`src/rtl/bus_load_decoder.sv`:
```
// Destination side of the shared datapath bus: decodes the destination code into
// one-hot load enables and captures the bus into R0-R15, HI, LO or PC.
module bus_load_decoder #(
  parameter int unsigned WIDTH   = 32,
  parameter int unsigned PC_STEP = 1
) (
  input  logic             clock,
  input  logic             clear,
  input  logic [WIDTH-1:0] BusMuxOut,
  input  logic [4:0]       dest,
  input  logic             load,
  input  logic             pc_inc,
  input  logic             BAout,
  output logic [23:0]      Rin,
  output logic [WIDTH-1:0] R0_q,
  output logic [WIDTH-1:0] R1_q,
  output logic [WIDTH-1:0] R2_q,
  output logic [WIDTH-1:0] R3_q,
  output logic [WIDTH-1:0] R4_q,
  output logic [WIDTH-1:0] R5_q,
  output logic [WIDTH-1:0] R6_q,
  output logic [WIDTH-1:0] R7_q,
  output logic [WIDTH-1:0] R8_q,
  output logic [WIDTH-1:0] R9_q,
  output logic [WIDTH-1:0] R10_q,
  output logic [WIDTH-1:0] R11_q,
  output logic [WIDTH-1:0] R12_q,
  output logic [WIDTH-1:0] R13_q,
  output logic [WIDTH-1:0] R14_q,
  output logic [WIDTH-1:0] R15_q,
  output logic [WIDTH-1:0] R0_bus,
  output logic [WIDTH-1:0] HI_q,
  output logic [WIDTH-1:0] LO_q,
  output logic [WIDTH-1:0] PC_q,
  output logic             err
);

  localparam int unsigned DEST_W  = 5;
  localparam int unsigned NUM_EN  = 24;
  localparam int unsigned NUM_GPR = 16;
  localparam int unsigned CODE_HI = 16;
  localparam int unsigned CODE_LO = 17;
  localparam int unsigned CODE_PC = 20;

  logic             writable;
  logic [WIDTH-1:0] gpr_q [NUM_GPR];
  logic [WIDTH-1:0] gpr_d [NUM_GPR];
  logic [WIDTH-1:0] hi_val_q, hi_val_d;
  logic [WIDTH-1:0] lo_val_q, lo_val_d;
  logic [WIDTH-1:0] pc_val_q, pc_val_d;
  logic             err_q, err_d;

  // Codes 18, 19 and 21-31 have no backing register.
  always_comb begin
    writable = (dest <= DEST_W'(CODE_LO)) || (dest == DEST_W'(CODE_PC));
  end

  always_comb begin
    Rin = '0;
    for (int n = 0; n < int'(NUM_EN); n++) begin
      Rin[n] = load & ~clear & writable & (dest == DEST_W'(n));
    end
  end

  always_comb begin
    for (int n = 0; n < int'(NUM_GPR); n++) begin
      gpr_d[n] = Rin[n] ? BusMuxOut : gpr_q[n];
    end
    hi_val_d = Rin[CODE_HI] ? BusMuxOut : hi_val_q;
    lo_val_d = Rin[CODE_LO] ? BusMuxOut : lo_val_q;
    // A bus load to PC wins over the incrementer on the same edge.
    pc_val_d = pc_val_q;
    if (Rin[CODE_PC]) begin
      pc_val_d = BusMuxOut;
    end else if (pc_inc) begin
      pc_val_d = pc_val_q + WIDTH'(PC_STEP);
    end
    err_d = err_q | (load & ~writable);
  end

  always_ff @(posedge clock) begin
    if (clear) begin
      for (int n = 0; n < int'(NUM_GPR); n++) begin
        gpr_q[n] <= '0;
      end
      hi_val_q <= '0;
      lo_val_q <= '0;
      pc_val_q <= '0;
      err_q    <= 1'b0;
    end else begin
      for (int n = 0; n < int'(NUM_GPR); n++) begin
        gpr_q[n] <= gpr_d[n];
      end
      hi_val_q <= hi_val_d;
      lo_val_q <= lo_val_d;
      pc_val_q <= pc_val_d;
      err_q    <= err_d;
    end
  end

  assign R0_q   = gpr_q[0];
  assign R1_q   = gpr_q[1];
  assign R2_q   = gpr_q[2];
  assign R3_q   = gpr_q[3];
  assign R4_q   = gpr_q[4];
  assign R5_q   = gpr_q[5];
  assign R6_q   = gpr_q[6];
  assign R7_q   = gpr_q[7];
  assign R8_q   = gpr_q[8];
  assign R9_q   = gpr_q[9];
  assign R10_q  = gpr_q[10];
  assign R11_q  = gpr_q[11];
  assign R12_q  = gpr_q[12];
  assign R13_q  = gpr_q[13];
  assign R14_q  = gpr_q[14];
  assign R15_q  = gpr_q[15];
  assign R0_bus = BAout ? '0 : gpr_q[0];
  assign HI_q   = hi_val_q;
  assign LO_q   = lo_val_q;
  assign PC_q   = pc_val_q;
  assign err    = err_q;

endmodule

```
`config.mk`:
```
export PLATFORM = sky130hd
export DESIGN_NAME = bus_load_decoder
export DESIGN_NICKNAME = d
export VERILOG_FILES = /design/src/rtl/bus_load_decoder.sv
export SDC_FILE = /design/constraint.sdc
export NUM_CORES = 1
export LEC_CHECK = 0
export CELL_PAD_IN_SITES_DETAIL_PLACEMENT = 1
export CELL_PAD_IN_SITES_GLOBAL_PLACEMENT = 1
export CORE_MARGIN = 2
export CORE_UTILIZATION = 25
export DETAILED_ROUTE_END_ITERATION = 10
export DONT_BUFFER_PORTS = 1
export GPL_TIMING_DRIVEN = 0
export PLACE_DENSITY = 0.52
export SLEW_MARGIN = 10
export SYNTH_ARGS = -nofsm -noshare
export SYNTH_HDL_FRONTEND = slang
export SYNTH_SLANG_ARGS = --single-unit
```
`constraint.sdc`:
```
create_clock -name clock -period 2.1 [get_ports clock]
set_clock_uncertainty 0.2 [all_clocks]
set_input_delay 0.105 -clock clock [delete_from_list [all_inputs] [get_ports clock]]
set_output_delay 0.105 -clock clock [all_outputs]
set_load 0.02 [all_outputs]
```
; ---- Word level (Yosys, flattened, before mapping)
; Memories as Yosys holds them, arrays and structs flattened.
; Index checks and enable logic that the tools add are counted.
[word_totals]
inputBits = 42
regBits = 97
out_inout_bits = 665
wordCells = 117
ram_bits = 512
mem_count = 1
[memory_table]
columns = name, depth, width, read_ports, rd_clocked_by_memory_dff, wr, line_no
row1 = gpr_q, 16, 32, 16, 0, 16, 46  ; logic [WIDTH-1:0] gpr_q [NUM_GPR];
[classes]
n_bitwise = 46
n_mux = 38
n_reduce_logical = 3
n_eq_ne = 23
n_addsub = 1
n_lt_le_gt_ge = 1
[op_table]
columns = cell, count
row1 = 32-bit 2-to-1 mux, 35
row2 = 5-bit by 4-bit == test with 1-bit output (second input constant), 8
row3 = 5-bit == test (second input constant), 8
row4 = 32-bit by 1-bit adder with 32-bit output (second input constant), 1
row5 = 1-bit AND, 27
row6 = 5-bit by 3-bit == test with 1-bit output (second input constant), 4
row7 = 1-bit bitwise OR, 17
row8 = 5-bit by 2-bit == test with 1-bit output (second input constant), 2
row9 = 5-bit by 1-bit == test with 1-bit output (second input constant), 1
row10 = 5-bit less-or-equal comparator (second input constant), 1
row11 = 5-bit zero test, 1
row12 = 1-bit 2-to-1 mux, 3
row13 = 1-bit NOT, 2
row14 = 2-bit nonzero test, 1
row15 = 1-bit logical OR, 1

; ---- Longest topological paths before layout
[depth]
depth_word = 6
ltp_mapped = 8
mapped_depth_nobuf = 6

; ---- Least setup slack after synthesis
; OpenSTA, ideal clock, no wires.
[synth_path]
path_kind = register -> register
from = register pc_val_q[0] (netlist: PC_q[0])
to = register pc_val_q[24] (netlist: PC_q[24])
t_arrival_ns = 1.746
slack_ns = 0.068
n_path_buf = 0
stages_incl_launch_ff = 7
synth_period_minus_slack_ns = 2.032
cell_sequence = dfxtp_1 -> ha_1 -> nand3_1 -> nor4_2 -> nand4_1 -> xor2_1 -> a211oi_1
[synth_between]
elab_chain_cells = 3
[synth_lines]
columns = element, line_no
row1 = start: declaration, 50  ; logic [WIDTH-1:0] pc_val_q, pc_val_d;
row2 = start signal: assignment, 96  ; pc_val_q <= pc_val_d;
row3 = 32-bit by 1-bit adder with 32-bit output, 76  ; pc_val_d = pc_val_q + WIDTH'(PC_STEP);
row4 = 32-bit 2-to-1 mux, 75  ; end else if (pc_inc) begin
row5 = 32-bit 2-to-1 mux, 73  ; if (Rin[CODE_PC]) begin
; Every way passes these cells. The select of a mux whose other input is x is not followed.
; A chain may end at the register's enable or synchronous reset.

; ---- Worst setup path after layout
[layout_path]
from = register pc_val_q[14] (netlist: PC_q[14])
to = register pc_val_q[25] (netlist: PC_q[25])
; Same word-level chain as after synthesis.

==> flow_summary_export.csv <==
group,metric,value,unit
floorplanning,dieArea,90570,sq um
power,p_int,0.01921,W
finish,drive_gt1_share,8.673,%
synthesis,synth_edf_count,0,
placement,dp_cells,4013,
synthesis,ys_top_cells_by_area,"dfxtp_1 55%, nand2_1 20%, a21oi_1 13%",
timing,tightest_slew,1.258,ns
flow_run,drv_cap,0,
routing,ant_nets,0,
critical_path,endpoint_kind,"flip-flop",
clocking,insertion_delay,0.62,ns
timing,timing.final.ws_setup,0.009543,ns
synthesis,synth_top_area_share,55.30,%
synthesis,syn_avg_cell_area,7.724,sq um
placement,port_buffers,0,
finish,fillCellCount,10434,
grt,grt_max_degree,13,
timing,fmax,0.4784,GHz
power,ir_worst_vdd,0.0005405,V
clocking,cts_buffer_depth,3,
critical_path,cp-start-kind,"flip-flop",
synthesis,syn_inst,2854,
grt,grt_overflow_total,0,
finish,fin_cells,4224,
floorplanning,die_y,301.0,microns
grt,grt_first_pass_wirelength,163500,microns
finish,finalNetCount,3052,
routing,drt_iter0_drc,1131,
power,comb_power_share,4.0,%
timing,rsz0062_at_grt,"true",
synthesis,syn-cell-area,22040,sq um
synthesis,synthArstFlopShare,0,%
hold_path,hold_class,"primary input to flip-flop",
clocking,htree_levels,3,
clocking,cts_tree,"built",
floorplanning,rows,108,
synthesis,ys_seq_area_share,55.30,%
clocking,clkTransAtPathRegs,0.07,ns
routing,drc,0,
clocking,numCtsBuffers,74,
finish,areaGrowthSynthToFinish,22.10,%
synthesis,synth.distinct_cells,40,
timing,setup_viol,0,
floorplanning,start_util,25.33,%
grt,grt_pass1_vias,22000,
timing,timing.hold.ws,-0.03460,ns
power,p_sw,0.006422,W
placement,place_ws,-0.5983,ns
routing,viasPerCell,4.883,
clocking,clock_tree.root_cell,"clkbuf_16",
timing,finalHoldViolCount,7,
synthesis,synthTopCellsByCount,"1175 x nand2_1, 609 x dfxtp_1, 579 x a21oi_1",
power,pwr-share-seq,45.8,%
timing,period_share,99.55,%
synthesis,ys.warnings.count,0,
floorplanning,core-area,87020,sq um
synthesis,synthFlopType,"dfxtp_1",
critical_path,cp_max_fo,5,
clocking,numClockSinks,609,
synthesis,ys_ff_latch,609,
routing,wire_per_inst,27.89,microns
synthesis,synth.most_common_cell,"nand2_1",
power,power.leakage,8.749,nW
critical_path,cp.arrival,2.42,ns
floorplanning,dieWidth,301.0,microns
routing,wl,117800,microns
grt,antenna_found_initial,3,
critical_path,crit_type,"flip-flop to flip-flop",
power,p_clk_share,50.2,%
power,totalPowerFinal,0.02563,W
routing,first_pass_iters,5,
finish,final_util,30.93,%
placement,gp_congestion,0.8746,
timing,relSlewSlack,16.16,%
power,switching_share,25.05,%
power,p_per_area,952.4,nW/um^2
timing,post-route-min-period,2.090,ns
routing,vias,20627,
synthesis,yosys.area.top_type,"dfxtp_1",
floorplanning,io_pins,707,
critical_path,required,2.43,ns
grt,grtUsageTotal,25.13,%
placement,dp_hpwl,86980,microns
status,violations,"negative hold slack",
timing,maxSlewViolCount,0,
status,status,"finished with violations",
[power by group through the flow]
stage,registers [W],clock network [W],logic [W]
after floorplan,0.0120,0,0.000467
after global placement,0.0120,0,0.000960
after detailed placement,0.0120,0,0.000978
after CTS,0.0117,0.0131,0.00105
after global routing,0.0117,0.0136,0.00110
final,0.0117,0.0129,0.00103
[worst max-delay path, cell delays in order, from the launching register on]
cell and delay [ns]:
dfxtp_2 0.46, nand4_1 0.20, nor4_4 0.35, nand3_1 0.20, or3_1 0.34, a311oi_1 0.24
[timing repair]
item,in CTS,in global routing
endpoints found under the hold margin,190,0
pin swaps,5,3
hold buffers,68,0
setup endpoints to repair,35,78
gates resized for setup,52,35
setup buffers,8,3
[cell families (layout without fill, tap and decap cells)]
logic type | after synthesis | in the layout | synth area share [%]
AND/OR/NAND/NOR | 1316 | 1316 | 23.77
AO/OA/AOI/OAI | 616 | 616 | 14.37
flip-flops | 609 | 609 | 55.30
buffers and inverters | 282 | 491 | 5.329
XOR/XNOR | 28 | 28 | 1.112
adder cells (fa/ha/maj) | 1 | 1 | 0.05675
other | 1 | 7 | 0.01701
multiplexers | 1 | 1 | 0.04541
[layout by cell type (no fill, tap or decap), types with 15 or more instances in the layout]
cell type | Yosys | routed
nand4_1 | 18 | 18
dfxtp_1 | 609 | 583
dfxtp_4 | 0 | 15
buf_4 | 14 | 24
clkbuf_1 | 196 | 204
clkbuf_16 | 0 | 74
dlygate4sd3_1 | 0 | 66
a21oi_1 | 579 | 579
nor2_1 | 34 | 32
buf_2 | 51 | 49
nor2b_1 | 35 | 34
clkbuf_8 | 0 | 22
nand2_1 | 1175 | 1169
xor2_1 | 24 | 24
a211oi_1 | 27 | 25
[stage by stage]
step                      instance area [sq um]  setup TNS [ns]
after global routing                      26910         -0.3594
final                                     26920               0
after floorplan                           22060               0
after global placement                    23510         -120.73
after CTS                                 26790               0
after detailed placement                  23510         -144.32
[final cells by class]
class	instances	area, sq um	area share [%]
Sequential cell	609	12260	45.56
Multi-Input combinational cell	1967	8835	32.82
Clock buffer	111	2211	8.214
Tap cell	1155	1445	5.369
Buffer	258	1106	4.109
Timing Repair Buffer	79	768.2	2.854
Clock inverter	23	195.2	0.7252
Inverter	20	88.84	0.3300
Antenna cell	2	5.005	0.01859
[state kept, by name (all words and copies together) (netlist names)]
name   count
PC_q      32
err        1
LO_q      32
gpr_q    512
HI_q      32
[metal layers]
metal	part of all wire (%)	GRT usage, %
met4	2.7	7.321
met5	0.011	0
met2	51	45.80
met1	36	25.97
met3	10	10.79
[path summary, 6_finish.rpt]
check	startpoint	end	slack (ns)	depth (start not counted)
hold reg to reg	gpr_q[0][433]$_SDFFE_PP0P_	gpr_q[0][433]$_SDFFE_PP0P_	0.36	2
setup reg to reg	PC_q[14]$_SDFFE_PP0P_	PC_q[25]$_SDFFE_PP0P_	0.01	5
hold / removal	dest[0]	gpr_q[0][160]$_SDFFE_PP0P_	-0.03	6
setup / recovery	PC_q[14]$_SDFFE_PP0P_	PC_q[25]$_SDFFE_PP0P_	0.01	5
(Power assumes the default switching activity.)
